--- src/rtl/t01_keyscan_if.sv ---
// Keypad-side bundle for t01_keyscan: column drive, row sense and the
// debounced key image/event outputs handed to downstream logic.
interface t01_keyscan_if;
   logic [3:0]  row_in;
   logic [4:0]  col_out;
   logic [19:0] keys;
   logic [4:0]  key_code;
   logic        key_valid;
   logic        key_held;

   modport master (
      output row_in,
      input  col_out, keys, key_code, key_valid, key_held
   );

   modport slave (
      input  row_in,
      output col_out, keys, key_code, key_valid, key_held
   );
endinterface

--- src/rtl/t01_keyscan.sv ---
// 4x5 matrix keypad scanner: column sequencer, row synchronizer, frame-level
// debounce of the 20-bit key image and a one-cycle press strobe with key code.
module t01_keyscan #(
   parameter int unsigned SCAN_DIV = 4,
   parameter int unsigned DEBOUNCE = 3
) (
   input logic         clk,
   input logic         nrst,
   t01_keyscan_if.slave kif
);

   logic [3:0]  row_m_q, row_s_q;
   logic [7:0]  div_q, div_d;
   logic [4:0]  col_q, col_d;
   logic [19:0] frame_q, frame_d;
   logic [19:0] prev_q, prev_d;
   logic [3:0]  stable_q, stable_d;
   logic        load_q, load_d;
   logic [19:0] keys_q, keys_d;
   logic [4:0]  code_q, code_d;
   logic        valid_q, valid_d;
   logic        held_q, held_d;

   logic        tc;
   logic        frame_done;
   logic [19:0] sample;
   logic [4:0]  hi_idx;

   assign tc         = (div_q == 8'(SCAN_DIV - 1));
   assign frame_done = tc && col_q[4];

   always_comb begin
      div_d = tc ? '0 : div_q + 8'd1;
      col_d = tc ? {col_q[3:0], col_q[4]} : col_q;
   end

   // Row data lands in the bits of whichever column is currently driven.
   always_comb begin
      sample = frame_q;
      for (int unsigned r = 0; r < 4; r++) begin
         for (int unsigned c = 0; c < 5; c++) begin
            if (col_q[c]) sample[r*5 + c] = row_s_q[r];
         end
      end
      frame_d = tc ? sample : frame_q;
   end

   always_comb begin
      prev_d   = prev_q;
      stable_d = stable_q;
      load_d   = 1'b0;
      if (frame_done) begin
         if (sample == prev_q) begin
            if (stable_q < 4'(DEBOUNCE)) stable_d = stable_q + 4'd1;
         end else begin
            stable_d = 4'd1;
            prev_d   = sample;
         end
         load_d = (stable_d == 4'(DEBOUNCE)) && (sample != keys_q);
      end
   end

   always_comb begin
      hi_idx = '0;
      for (int unsigned i = 0; i < 20; i++) begin
         if (prev_q[i]) hi_idx = 5'(i);
      end
   end

   // prev_q holds the accepted frame during the cycle after frame completion.
   always_comb begin
      keys_d  = keys_q;
      held_d  = held_q;
      code_d  = code_q;
      valid_d = 1'b0;
      if (load_q) begin
         keys_d = prev_q;
         held_d = |prev_q;
         if ((keys_q == '0) && (prev_q != '0)) begin
            valid_d = 1'b1;
            code_d  = hi_idx;
         end
      end
   end

   always_ff @(posedge clk or negedge nrst) begin
      if (!nrst) begin
         row_m_q  <= '0;
         row_s_q  <= '0;
         div_q    <= '0;
         col_q    <= 5'b00001;
         frame_q  <= '0;
         prev_q   <= '0;
         stable_q <= '0;
         load_q   <= 1'b0;
         keys_q   <= '0;
         code_q   <= '0;
         valid_q  <= 1'b0;
         held_q   <= 1'b0;
      end else begin
         row_m_q  <= kif.row_in;
         row_s_q  <= row_m_q;
         div_q    <= div_d;
         col_q    <= col_d;
         frame_q  <= frame_d;
         prev_q   <= prev_d;
         stable_q <= stable_d;
         load_q   <= load_d;
         keys_q   <= keys_d;
         code_q   <= code_d;
         valid_q  <= valid_d;
         held_q   <= held_d;
      end
   end

   assign kif.col_out   = col_q;
   assign kif.keys      = keys_q;
   assign kif.key_code  = code_q;
   assign kif.key_valid = valid_q;
   assign kif.key_held  = held_q;

endmodule
--- src/flat_wrapper.sv ---
// flat-port wrapper written by rule: the top's interface ports become plain ports
module t01_keyscan_flat 
#(
   parameter int unsigned SCAN_DIV = 4,
   parameter int unsigned DEBOUNCE = 3
)
  (clk, nrst, kif_row_in, kif_col_out, kif_keys, kif_key_code, kif_key_valid, kif_key_held);
  t01_keyscan_if kif_i ();
  input logic clk;
  input logic nrst;
  input wire logic [$bits(kif_i.row_in)-1:0] kif_row_in;
  output wire logic [$bits(kif_i.col_out)-1:0] kif_col_out;
  output wire logic [$bits(kif_i.keys)-1:0] kif_keys;
  output wire logic [$bits(kif_i.key_code)-1:0] kif_key_code;
  output wire logic [$bits(kif_i.key_valid)-1:0] kif_key_valid;
  output wire logic [$bits(kif_i.key_held)-1:0] kif_key_held;
  assign kif_i.row_in = kif_row_in;
  assign kif_col_out = kif_i.col_out;
  assign kif_keys = kif_i.keys;
  assign kif_key_code = kif_i.key_code;
  assign kif_key_valid = kif_i.key_valid;
  assign kif_key_held = kif_i.key_held;
  t01_keyscan #(.SCAN_DIV(SCAN_DIV), .DEBOUNCE(DEBOUNCE)) u_core (.clk(clk), .nrst(nrst), .kif(kif_i));
endmodule
--- config.mk ---
export PLATFORM = sky130hd
export DESIGN_NAME = t01_keyscan_flat
export DESIGN_NICKNAME = d
export VERILOG_FILES = /design/src/rtl/t01_keyscan_if.sv /design/src/rtl/t01_keyscan.sv /design/src/flat_wrapper.sv
export SDC_FILE = /design/constraint.sdc
export NUM_CORES = 1
export LEC_CHECK = 0
export CAP_MARGIN = 10
export CORE_MARGIN = 2
export CORE_UTILIZATION = 45
export CTS_BUF_LIST = sky130_fd_sc_hd__clkbuf_8 sky130_fd_sc_hd__clkbuf_16
export DETAILED_ROUTE_END_ITERATION = 6
export DONT_BUFFER_PORTS = 1
export GPL_ROUTABILITY_DRIVEN = 0
export GPL_TIMING_DRIVEN = 1
export PLACE_DENSITY = 0.7
export REMOVE_ABC_BUFFERS = 1
export SLEW_MARGIN = 10
export SYNTH_ARGS = -nofsm -noshare
export SYNTH_HDL_FRONTEND = slang
export SYNTH_SLANG_ARGS = --single-unit
--- constraint.sdc ---
create_clock -name clk -period 2.5 [get_ports clk]
set_clock_uncertainty 0.1 [all_clocks]
set_input_delay 0.25 -clock clk [delete_from_list [all_inputs] [get_ports clk]]
set_output_delay 0.25 -clock clk [all_outputs]
set_load 0.03 [all_outputs]
==> run metrics <==
outcome=completed; HPWL after detailed placement=7620 um; layout-stage area growth over the synthesis result=19.1%; First DRT Iteration DRCs=165; setup tns final=0 ns; cell taking the most area after synthesis=sky130_fd_sc_hd__dfrtp_1; Worst setup startpoint=u_core.kif.col_out[0]$_DFFE_PN1N_; number of instances in the synthesized netlist=372; overall via count from detail_route=2,999; Overflow after GRT=0; yosys warns=0; Fillers=829; clock tree from TritonCTS=yes; kind of end point of the critical path=flip-flop; CTS H-Tree Depth=3; Die Height=103 um; initial antenna violation count=0; Slew Limit Headroom=57.0%; arrival time at the worst endpoint=2.53 ns; number of violations of the max-capacitance limit=0; flip-flop and latch area=2330 um2; chain of cells forming the critical path=mux2i_2, xnor2_1, nand4_1, nor4_4, buf_4, nand2_1, o311ai_2; Hold Vio Cnt, Final=0; timing-limited maximum frequency=0.422 GHz; via density per instance=5.31; vias in the first global route=3,038; Rows=36; critical path start-end classification=flip-flop to flip-flop; class of the tightest hold or removal check=flip-flop to flip-flop; clk sink count=93; number of library cell types mapped by synthesis=46; clock transition time at the flip-flop clock pins of the worst setup and hold paths=0.09 ns; Final WS setup=0.131 ns; maximum number of pins on one net before global-route repair=94; tightest hold margin=0.256 ns; I/O pins=38; most common flop cell mapped by yosys=sky130_fd_sc_hd__dfrtp_1; DRC Markers=0; DR WL/cell=18.2 um; Post-layout nets=435; routed wire length=10,300 um; post-route total power=2.60 mW; element type at the critical path start=flip-flop; area of the core=9590 um2; Post-Syn Area=4380 um2; leakage dissipation=2.45 nW; wire length of the first global-routing pass=16,500 um; final cell count without fillers=565; mean instance size in the synthesized netlist=11.8 um2; total of flip-flops plus latches after synthesis=93; buffers and inverters on the worst path=1; buffers inserted during post-CTS setup optimization=0; Min-Delay Startpoint=u_core.row_m_q[2]$_DFF_PN0_; time the worst path needs with I/O delays and setup=2.37 ns; Final period util=94.8%; highest ir drop seen on vdd=0.332 mV; Ant. Diodes=0; slew of the pin with the lowest slew margin=0.639 ns; number of synthesized flops with an enable pin=0; share of the synthesized area in the top cell type=52.5%; layout cells sized above 1=29.6%; cell family contributing the most delay on the critical path=flip-flops; Die W=103 um; area taken by multi-input logic gates=1960 um2; largest driver fanout on the critical path=5; library cell contributing the largest single delay on the critical path=sky130_fd_sc_hd__dfstp_2; Clock Latency Late Sink=0.36 ns; Max Buffers Root-to-Sink=2; Finished Core Util=54.4%; placement-stage cell area=4880 um2; number of buffers created by CTS=9; TritonRoute pass-1 iters=4; Initial Utilization=45.7%; stage delay of the slowest cell on the critical path=0.65 ns; count of final setup violators=0; worst path required time=2.66 ns; Root Buffer=sky130_fd_sc_hd__clkbuf_8; post-route cell area=5220 um2; cells taking the most area after synthesis=sky130_fd_sc_hd__dfrtp_1, sky130_fd_sc_hd__mux2_2, sky130_fd_sc_hd__mux2i_1; total global-route track usage=20.9%; Pwr Density=499 nW/um2; final slew viol count=0; number of buffers added on ports=0; post-detailed-route count of antenna-violating nets=0; Post-Place Setup Slack=-0.0326 ns; origin of the critical flop-to-flop path=u_core.kif.col_out[0]$_DFFE_PN1N_; sequential element share of the synthesized area=53.1%; placed instance count=544; die area=10,500 um2; share of flip-flops with an asynchronous set or reset=100%
-- flip-flops by register name, indices dropped and copies added (netlist names) --
register	flops
u_core.div_q	8
u_core.frame_q	20
u_core.kif.col_out	5
u_core.kif.key_code	5
u_core.kif.key_held	1
u_core.kif.key_valid	1
u_core.kif.keys	20
u_core.load_q	1
u_core.prev_q	20
u_core.row_m_q	4
u_core.row_s_q	4
u_core.stable_q	4
-- layer usage --
metal | GRT usage [%] | up-vias | share of wire (%)
li1 | - | 1406 | -
met1 | 27.8 | 1498 | 44
met2 | 34.3 | 81 | 49
met3 | 5.42 | 14 | 5.4
met4 | 5.23 | 0 | 1.6
met5 | 0 | - | 0
-- cells by family after synthesis --
| logic type | synth area share, % |
|---|---|
| flip-flops | 53.1 |
| AND/OR/NAND/NOR | 11.9 |
| multiplexers | 17.7 |
| adder cells (fa/ha/maj) | 0.571 |
| AO/OA/AOI/OAI | 4.11 |
| XOR/XNOR | 9.19 |
| buffers and inverters | 3.40 |
-- cell usage in the layout, fill, tap and decap left out, types with 7 or more instances in the layout --
cell / netlist / final
sky130_fd_sc_hd__buf_4: 3 / 52
sky130_fd_sc_hd__clkbuf_8: 1 / 9
sky130_fd_sc_hd__dfrtp_1: 92 / 89
sky130_fd_sc_hd__inv_1: 17 / 17
sky130_fd_sc_hd__mux2_2: 37 / 37
sky130_fd_sc_hd__mux2i_1: 36 / 32
sky130_fd_sc_hd__nand2_1: 40 / 40
sky130_fd_sc_hd__nand3_1: 8 / 8
sky130_fd_sc_hd__nand4_1: 7 / 7
sky130_fd_sc_hd__nor2_1: 10 / 10
sky130_fd_sc_hd__nor4_1: 11 / 10
sky130_fd_sc_hd__o21ai_0: 9 / 9
sky130_fd_sc_hd__xnor2_1: 29 / 28
sky130_fd_sc_hd__xor2_1: 17 / 17
-- worst paths after layout --
path	slack, ns	end	cells after the start
max	0.13	u_core.stable_q[1]$_DFFE_PN0P_	7
min	0.26	u_core.row_s_q[2]$_DFF_PN0_	0
max reg2reg	0.13	u_core.stable_q[1]$_DFFE_PN0P_	7
min reg2reg	0.26	u_core.row_s_q[2]$_DFF_PN0_	0
max in group asynchronous	1.52	u_core.row_s_q[3]$_DFF_PN0_	2
min in group asynchronous	0.33	u_core.kif.keys[7]$_DFFE_PN0P_	2
-- cells in the mapped netlist, types with 2 or more instances --
master and instances:
sky130_fd_sc_hd__dfrtp_1 92, sky130_fd_sc_hd__nand2_1 40, sky130_fd_sc_hd__mux2_2 37, sky130_fd_sc_hd__mux2i_1 36, sky130_fd_sc_hd__xnor2_1 29, sky130_fd_sc_hd__inv_1 17, sky130_fd_sc_hd__xor2_1 17, sky130_fd_sc_hd__nor4_1 11
sky130_fd_sc_hd__nor2_1 10, sky130_fd_sc_hd__o21ai_0 9, sky130_fd_sc_hd__nand3_1 8, sky130_fd_sc_hd__nand4_1 7, sky130_fd_sc_hd__buf_2 6, sky130_fd_sc_hd__a21oi_1 5, sky130_fd_sc_hd__nor3_1 4, sky130_fd_sc_hd__and3_1 3
sky130_fd_sc_hd__buf_4 3, sky130_fd_sc_hd__clkbuf_1 3, sky130_fd_sc_hd__o311ai_0 3, sky130_fd_sc_hd__a31oi_1 2, sky130_fd_sc_hd__buf_1 2, sky130_fd_sc_hd__ha_1 2, sky130_fd_sc_hd__nor2b_1 2, sky130_fd_sc_hd__or4_1 2
-- power breakdown --
| group | internal, mW | switching, mW |
|---|---|---|
| Clock | 0.476 | 0.566 |
| Sequential | 1.51 | 0.0119 |
| Combinational | 0.0107 | 0.0297 |
-- repair_timing --
item	in CTS	in global routing
pin swaps	0	2
endpoints found under the hold margin	97	93
gates resized for setup	5	9
cloned	0	0
hold buffers	4	2
setup endpoints to repair	19	24
-- final cells by class --
cell class / count / share of cell area (%)
clock buffers: 9 / 2.37
multi-input cells: 247 / 37.6
well taps: 133 / 3.19
inverters: 17 / 1.22
flip-flops and latches: 93 / 44.7
clock inverters: 7 / 1.56
repair buffers: 59 / 9.35
No activity file was read; power rests on OpenSTA's default activity.
